### src/rtl/lap_time_bcd_reader.sv
// Converts the three lap-time words to packed BCD with one shared double-dabble engine.
// Optional BLANK_ZERO_EN replaces leading-zero digits 4 and 3 with 4'hF at store time.
module lap_time_bcd_reader #(
    parameter int unsigned WIDTH  = 16,
    parameter int unsigned DIGITS = 5
) (
    input  logic                  clk,
    input  logic                  rst,
    input  logic                  refresh,
    input  logic [WIDTH-1:0]      current_lap_time,
    input  logic [WIDTH-1:0]      last_lap_time,
    input  logic [WIDTH-1:0]      best_lap_time,
    output logic [4*DIGITS-1:0]   current_bcd,
    output logic [4*DIGITS-1:0]   last_bcd,
    output logic [4*DIGITS-1:0]   best_bcd,
    output logic                  busy,
    output logic                  done
);

    localparam logic [1:0] IDLE  = 2'd0;
    localparam logic [1:0] LOAD  = 2'd1;
    localparam logic [1:0] SHIFT = 2'd2;
    localparam logic [1:0] STORE = 2'd3;

    localparam int unsigned BW = 4 * DIGITS;

    logic [1:0]          state;
    logic [1:0]          chan;
    logic [4:0]          cnt;
    logic [WIDTH-1:0]    bin;
    logic [BW-1:0]       bcd;

    logic [WIDTH-1:0]    sel_in;
    logic [BW-1:0]       adj;
    logic [BW+WIDTH-1:0] shifted;
    logic [BW-1:0]       store_val;

    always_comb begin
        case (chan)
            2'd0:    sel_in = current_lap_time;
            2'd1:    sel_in = last_lap_time;
            default: sel_in = best_lap_time;
        endcase
    end

    // Add-3 correction on every digit that would overflow past 9 after doubling.
    always_comb begin
        adj = bcd;
        for (int i = 0; i < DIGITS; i++) begin
            if (bcd[4*i +: 4] >= 4'd5) begin
                adj[4*i +: 4] = bcd[4*i +: 4] + 4'd3;
            end
        end
        shifted = {adj, bin} << 1;
    end

    always_comb begin
        store_val = bcd;
`ifdef BLANK_ZERO_EN
        if (bcd[BW-1 -: 4] == 4'd0) begin
            store_val[BW-1 -: 4] = 4'hF;
            if (bcd[BW-5 -: 4] == 4'd0) begin
                store_val[BW-5 -: 4] = 4'hF;
            end
        end
`endif
    end

    always_ff @(posedge clk) begin
        if (!rst) begin
            state       <= IDLE;
            chan        <= 2'd0;
            cnt         <= 5'd0;
            bin         <= '0;
            bcd         <= '0;
            current_bcd <= '0;
            last_bcd    <= '0;
            best_bcd    <= '0;
            busy        <= 1'b0;
            done        <= 1'b0;
        end else begin
            done <= 1'b0;
            case (state)
                IDLE: begin
                    if (refresh) begin
                        state <= LOAD;
                        chan  <= 2'd0;
                        busy  <= 1'b1;
                    end
                end
                LOAD: begin
                    bin   <= sel_in;
                    bcd   <= '0;
                    cnt   <= 5'd0;
                    state <= SHIFT;
                end
                SHIFT: begin
                    bcd <= shifted[BW+WIDTH-1:WIDTH];
                    bin <= shifted[WIDTH-1:0];
                    cnt <= cnt + 5'd1;
                    if (cnt == 5'(WIDTH - 1)) begin
                        state <= STORE;
                    end
                end
                default: begin
                    case (chan)
                        2'd0:    current_bcd <= store_val;
                        2'd1:    last_bcd    <= store_val;
                        default: best_bcd    <= store_val;
                    endcase
                    if (chan == 2'd2) begin
                        state <= IDLE;
                        busy  <= 1'b0;
                        done  <= 1'b1;
                    end else begin
                        chan  <= chan + 2'd1;
                        state <= LOAD;
                    end
                end
            endcase
        end
    end

endmodule

### config.mk
export PLATFORM = sky130hd
export DESIGN_NAME = lap_time_bcd_reader
export DESIGN_NICKNAME = d
export VERILOG_FILES = /design/src/rtl/lap_time_bcd_reader.sv
export SDC_FILE = /design/constraint.sdc
export NUM_CORES = 1
export LEC_CHECK = 0
export ABC_AREA = 1
export BUFFER_PORTS_ARGS = -buffer_cell sky130_fd_sc_hd__buf_2
export CAP_MARGIN = 25
export CORE_UTILIZATION = 55
export DETAILED_ROUTE_END_ITERATION = 8
export GPL_TIMING_DRIVEN = 0
export HOLD_SLACK_MARGIN = 0.03
export PLACE_DENSITY = 0.81
export REMOVE_ABC_BUFFERS = 1
export SLEW_MARGIN = 20
export SYNTH_ARGS = -nofsm -noshare
export SYNTH_HDL_FRONTEND = slang
export SYNTH_SLANG_ARGS = --single-unit
### constraint.sdc
create_clock -name clk -period 2.21 [get_ports clk]
set_input_delay 0.221 -clock clk [delete_from_list [all_inputs] [get_ports clk]]
set_output_delay 0.221 -clock clk [all_outputs]
set_load 0.01 [all_outputs]
* Word level (Yosys, flattened, before mapping) *
Cells that the tools add are included.

storage, ports and cells
  register bits = 107
  latch bits = 0
  RAM bits = 0
  memory bits (read-only) = 0
  input port bits = 51
  output and inout bits = 62
  logic and storage cells = 68
  memories kept = 0

operators by class
  $add $sub $neg = 7
  $mul = 0
  div/mod/pow operators = 0
  $lt $le $gt $ge = 5
  eq/ne operators = 8
  shifts and indexed selects = 0
  muxes and demuxes = 20
  bitwise logic cells = 4
  reduce and logical (&&, ||, !) cells = 14

operator list
  operator             number
  $pmux 16 s2          2
  $pmux 20 s2          1
  $ge 4x3->1 const B   5
  $add 4x2->4 const B  4
  $mux 4               4
  $pmux 5 s2           1
  $mux 2               4
  $reduce_and 2->1     4
  $pmux 2 s3           1
  $reduce_and 3->1     2
  $add 5x1->5 const B  1
  $eq 5x4->1 const B   1
  $eq 2x1->1 const B   2
  $eq 2x2->1 const B   2
  $logic_not 2->1      2
  $mux 1               4
  $ne 2x2->1 const B   2
  $not 1->1            4
  $pmux 2 s2           1
  $reduce_bool 2->1    2
  $reduce_or 2->1      2
  $reduce_or 4->1      1
  $add 3x2->3 const B  1
  $mux 3               1
  other kinds (4)      4

* Logic depth before layout (Yosys ltp) *
Gate-level depths: netlist of run 1.

  depth after elaboration = 4
  depth in mapped cells = 10
  gate-level depth less buffers = 10

* Worst setup path before layout of run 1 *
No wires, ideal clock.

  path kind = register -> register
  start = register state[0]
  end = register bin[10]
  setup time = 0.112 ns
  arrival time = 1.293 ns
  required time = 2.098 ns
  setup slack = 0.805 ns
  stages on the path, launching flop included = 9
  period minus slack after synthesis = 1.405 ns
  path through = dfxtp_1 inv_1 ha_1 buf_4 nand2_2 buf_2 nor2_1 nand2_1 nand2_1

between the ends
  word-level cells in the longest chain between the ends = 2
  elaborated cells on any way between the ends = 4
  those cells by class = eq/ne (2); mux (1); reduce/logical (1)

ends and longest elaborated chain
  item                                              RTL line  text
  from (decl)                                       27        logic [1:0] state;
  from (signal assigned)                            71        state <= IDLE;
  from (signal assigned)                            86        state <= LOAD;
  from (signal assigned)                            95        state <= SHIFT;
  $eq 2x2->1 or $eq 2x1->1 (tied branches)          83        case (state)
  $pmux 16 s2 or $reduce_bool 2->1 (tied branches)  n/a
  to (signal assigned)                              92        bin <= sel_in;
  to (signal assigned)                              99        bin <= shifted[WIDTH-1:0];
  to (decl)                                         30        logic [WIDTH-1:0] bin;

Several ways; a longest one is shown, not always the timed one.
A chain may end at the register's enable or synchronous reset.

* Worst setup path in the final report of run 1 *
  start = register state[1]
  end = register cnt[1]

between the ends
  word-level cells in the longest chain between the ends = 2
  elaborated cells on any way between the ends = 4
  those cells by class = eq/ne (2); mux (1); reduce/logical (1)

ends and longest elaborated chain
  item                                             RTL line  text
  $eq 2x2->1 or $eq 2x1->1 (tied branches)         83
  $pmux 5 s2 or $reduce_bool 2->1 (tied branches)  n/a
  to (signal assigned)                             100       cnt <= cnt + 5'd1;
  to (decl)                                        29        logic [4:0] cnt;

Several ways; a longest one is shown, not always the timed one.

==> flow_summary.ini, run 1 <==
[final_layout]
multi_input_comb_area_um2 = 2370
fin_nets = 819
fill_cells = 760
syn2layout_area_growth_pct = 13.0
fin_util = 0.644
regArea_um2 = 2140
drive_above_1_share = 0.235
antenna_cells = 0

[synth]
synth_top_area_frac = 0.431
synth_cell_types = 28
synthTopCellsByCount = nand2_1, dfxtp_1, nor2_1, o21ai_1, nand3_1
ys.flop_type = dfxtp_1
syn_area_um2 = 4970
synth_edf_count = 0
syn_avg_cell_area_um2 = 7.56
synth.most_common_cell = nand2_1
ys_ff_latch = 107
seq_area_frac_synth = 0.431
synth_top_area_cell = dfxtp_1
ys_warn_count = 0
syn_inst = 658
ys_top_cells_by_area = dfxtp_1, nand2_1, o21ai_1
synthArstFlopShare = 0

[worst_setup_path]
crit_arrival_ps = 2330
crit_chain = ha_1 -> nand3_2 -> inv_2 -> nand2_1 -> o21ai_0
crit_buf_inv = 1
path_max_fanout = 21
cp_slowest_cell = ha_1
cp-start-kind = flop
crit_required_ps = 2490
endpoint_kind = flop
crit_type = flop to flop
max_stage_delay_ps = 730
path_delay_family = adder cells
crit_cells = 5
reg2reg_depth = 5

[clock_network]
cts_buffer_depth = 2
htree_levels = 3
cts_sinks = 107
cts_tree = built
cts_hold_buf = 0
cts_made_buffers = 9
post_cts.repair.setup_buffers = 0
cts_resized = 0
clk_pin_slew_ps = 100
clk_latency_ps = 360
cts_root_buffer = clkbuf_8

[place]
portBuffers = 112
finalWeightedCongestion = 0.821
hpwl_um = 7760
pre_cts_ws_ps = 17.2

[drt]
routed_wl_um = 11100
drc_errors = 0
antenna_left = 0
via_count = 4521
wl_per_cell_um = 12.9
drtPass1Iterations = 4
viasPerCell = 5.26
dr.first_iter.drc_count = 199

[global_route]
grt_usage = 0.247
grt_pass1_wl_um = 19500
antenna_found_initial = 0
grt_overflow_total = 0
grt_pass1_vias = 4307
grt_max_degree = 51

[floorplan]
pin_count = 113
core_area_um2 = 8720
die_w_um = 97.1
num_rows = 34
start_util = 0.570
die-area_um2 = 9430
die_y_um = 97.1

[sta]
tightest_slew_ps = 810
fmax_ghz = 0.488
rsz0062_at_grt = false
slew_viol_final = 0
fin_ws_ps = 160
fin_skew_ps = 11.4
hold_slack_ps = 157
timing.slew.headroom = 0.460
finalCriticalPeriod_ps = 2050
timing.final.crit_share = 0.927
setup_violations = 0
finalHoldViolCount = 0

[outcome]
outcome = complete, no violations

[run]
max-cap-violations = 0

[min_path]
hold_depth = 5
min_path_type = input pin to flop

[power_and_ir_drop]
peakVddDrop_mv = 0.604
power_leakage_uw = 0.00269
power.density_nw_per_um2 = 886
power.total_uw = 4980
[kinds of logic after synthesis]
kind of cell / count (synthesis) / share of synthesized area
AOI/OAI and AO/OA: 144 / 0.162
adders and majority gates: 20 / 0.0503
DFF: 107 / 0.431
and+or+nand+nor: 302 / 0.265
buffers and inverters: 85 / 0.0926
[tightest hold or removal path: cells and delay by family]
family | cells | cell delay [ps]
simple gates | 4 | 190
buf+inv | 1 | 70
[routing by layer]
| layer | track usage | wire length [um] | up-vias |
|---|---|---|---|
| met1 | 0.302 | 4950 | 2034 |
| li1 | - | - | 2337 |
| met4 | 0.0884 | 184 | 0 |
| met2 | 0.439 | 5400 | 134 |
| met5 | 0 | 0 | - |
| met3 | 0.0374 | 572 | 16 |
[flip-flops by register name, summed over array words and instances, names as in the netlist]
register	cells
bin	16
last_bcd	20
bcd	20
current_bcd	20
state	2
cnt	5
done	1
best_bcd	20
busy	1
chan	2
[cells in the final DEF, fill, tap and decap left out, drive strengths merged]
cell type,netlist,layout
ha,20,20
nand2,146,146
a31oi,1,1
nand3,55,55
o22ai,1,1
o21ai,80,80
buf,33,113
clkinv,1,1
nor2,87,87
o211a,1,1
clkinvlp,0,2
dfxtp,107,107
bufinv,0,1
inv,50,52
clkbuf,1,10
nand4,13,13
a21oi,61,61
nor3,1,1
[final timing paths]
kind | startpoint | endpoint | slack (ps)
worst max-delay path | state[1]$_SDFFE_PN0P_ | cnt[1]$_SDFFE_PN0N_ | 160
worst min-delay path | best_lap_time[6] | bin[6]$_SDFFE_PN0N_ | 160
worst max register to register | state[1]$_SDFFE_PN0P_ | cnt[1]$_SDFFE_PN0N_ | 160
worst min register to register | bin[2]$_SDFFE_PN0N_ | bin[2]$_SDFFE_PN0N_ | 460
[metrics by stage]
| stage | setup TNS [ps] | area [um^2] | std cells |
|---|---|---|---|
| floorplan | -365 | 4710 | 624 |
| global placement | -10290 | 5400 | 844 |
| detailed placement | 0 | 5420 | 845 |
| CTS | 0 | 5610 | 860 |
| global route | 0 | 5620 | 860 |
| finish | 0 | 5620 | 860 |
[power by group]
part,switching (uW),internal (uW),total (uW)
logic,1020,525,1550
clock network,653,525,1180
registers,116,2140,2250
[layout make-up]
type,instances,area share
Tap cell,108,0.0240
Clock inverter,5,0.0111
Timing Repair Buffer,113,0.103
Multi-Input combinational cell,466,0.422
Clock buffer,10,0.0227
Inverter,51,0.0354
Sequential cell,107,0.381
Power figures use the tool's default switching activity.
==> run 2, diff against run 1 <==
CAP_MARGIN = unset   (was 25)
REMOVE_ABC_BUFFERS = unset   (was 1)
SKIP_LAST_GASP = 1   (was unset)
==> flow_summary.ini, run 2 (same netlist as run 1, synthesis figures left out) <==
[outcome]
outcome = complete, no violations

[drt]
drc_errors = 0
antenna_left = 0
viasPerCell = 5.40
routed_wl_um = 12300
via_count = 4826
dr.first_iter.drc_count = 248
drtPass1Iterations = 5
wl_per_cell_um = 13.7

[worst_setup_path]
path_delay_family = buffers and inverters
max_stage_delay_ps = 430
crit_buf_inv = 4
endpoint_kind = flop
cp_slowest_cell = dfxtp_1
crit_chain = inv_1 -> ha_1 -> buf_4 -> nand3_2 -> inv_2 -> buf_4 -> nand3_1 -> nand2_1
crit_type = flop to flop
crit_arrival_ps = 2030
regToRegSetupSlack_ps = 490
crit_required_ps = 2520
path_max_fanout = 10
crit_path_frequent_cell = buf_4
cp-start-kind = flop

[power_and_ir_drop]
sw_frac_of_total = 0.370
power.density_nw_per_um2 = 880
switching_power_uw = 1910
peakVddDrop_mv = 0.671
p_comb_frac = 0.339
power.total_uw = 5150
pwr-share-clk = 0.222
power_leakage_uw = 0.00285
power.internal_uw = 3240
p_seq_frac = 0.439

[clock_network]
cts_tree = built
clk_latency_ps = 380
cts_resized = 0
cts_sinks = 107
post_cts.repair.setup_buffers = 0
cts_hold_buf = 0
cts_made_buffers = 9
cts_root_buffer = clkbuf_8
cts_buffer_depth = 2
htree_levels = 3
clk_pin_slew_ps = 100

[sta]
fin_skew_ps = 17.6
timing.final.crit_share = 0.779
hold_slack_ps = 154
setup_violations = 0
finalCriticalPeriod_ps = 1720
rsz0062_at_grt = false
finalHoldViolCount = 0
tightest_slew_ps = 384
fmax_ghz = 0.581
timing.slew.headroom = 0.744
slew_viol_final = 0
tns_ps = 0

[global_route]
gr-usage-met2 = 0.426
antenna_found_initial = 0
top_usage_layer = met2
grt_pass1_vias = 4472
grt_max_degree = 19
grt_pass1_wl_um = 20100
grtUsageMet3 = 0.0424
use_met1 = 0.334
grt_usage = 0.259
grt_overflow_total = 0

[final_layout]
fill_cells = 739
multi_input_comb_area_um2 = 2370
layout_commonest_cell = nand2_1
fin_nets = 851
final_cell_mix = nand2_1, buf_2, dfxtp_1
drive_above_1_share = 0.265
regArea_um2 = 2140
antenna_cells = 0
syn2layout_area_growth_pct = 17.6

[floorplan]
core_area_um2 = 8720
num_rows = 34
die_y_um = 97.1
die-area_um2 = 9430
start_util = 0.570
die_w_um = 97.1
pin_count = 113

[min_path]
min_path_type = input pin to flop

[place]
finalWeightedCongestion = 0.864
hpwl_um = 9120
portBuffers = 111

[synth]
syn_nets = 729

[run]
max-cap-violations = 0
==> run 2: cell count changes in the layout (fill, tap and decap cells not counted), moves of 2 or more <==
cell	previous run	this run
inv_4	3	1
buf_4	0	11
buf_6	0	4
buf_12	1	3
buf_2	112	126
==> run 2: routing by layer <==
metal,part of all wire,up-vias
li1,-,2401
met1,0.43,2192
met2,0.48,213
met3,0.071,20
met4,0.019,0
met5,0,-
==> run 2: layout make-up <==
type,instances,area share
flip-flops and latches,107,0.366
repair buffers,111,0.0950
clock buffers,10,0.0235
multi-input cells,466,0.405
clock inverters,6,0.00792
plain buffers,34,0.0456
inverters,51,0.0332
well taps,108,0.0231
==> run 2: power by group through the flow <==
stage | registers, uW | logic [uW] | clock network [uW]
after floorplan | 2330 | 1220 | 0
after global placement | 2290 | 1690 | 0
after detailed placement | 2300 | 1730 | 0
after CTS | 2260 | 1740 | 1140
after global routing | 2290 | 1940 | 1230
final | 2260 | 1750 | 1140
==> run 2: final timing paths <==
path,start,endpoint,depth (start not counted)
worst min-delay path,best_lap_time[0],bin[0]$_SDFFE_PN0N_,5
worst max register to register,state[1]$_SDFFE_PN0P_,bcd[12]$_SDFFE_PN0N_,8
worst min register to register,bin[1]$_SDFFE_PN0N_,bin[1]$_SDFFE_PN0N_,2
worst max-delay path,state[1]$_SDFFE_PN0P_,bcd[12]$_SDFFE_PN0N_,8
==> run 2: worst min-delay path, delay by kind of cell <==
family	cells	cell delay [ps]
buffers and inverters	1	80
AND/OR/NAND/NOR	4	200
==> run 2: stage by stage <==
step                      cell area, um^2  setup WS, ps  instances   util
after global placement               5660           551        877  0.649
after global routing                 5850           381        893  0.671
final                                5850           489        893  0.671
after CTS                            5850           484        893  0.671
after detailed placement             5660           519        877  0.649
after floorplan                      4970           805        658      -
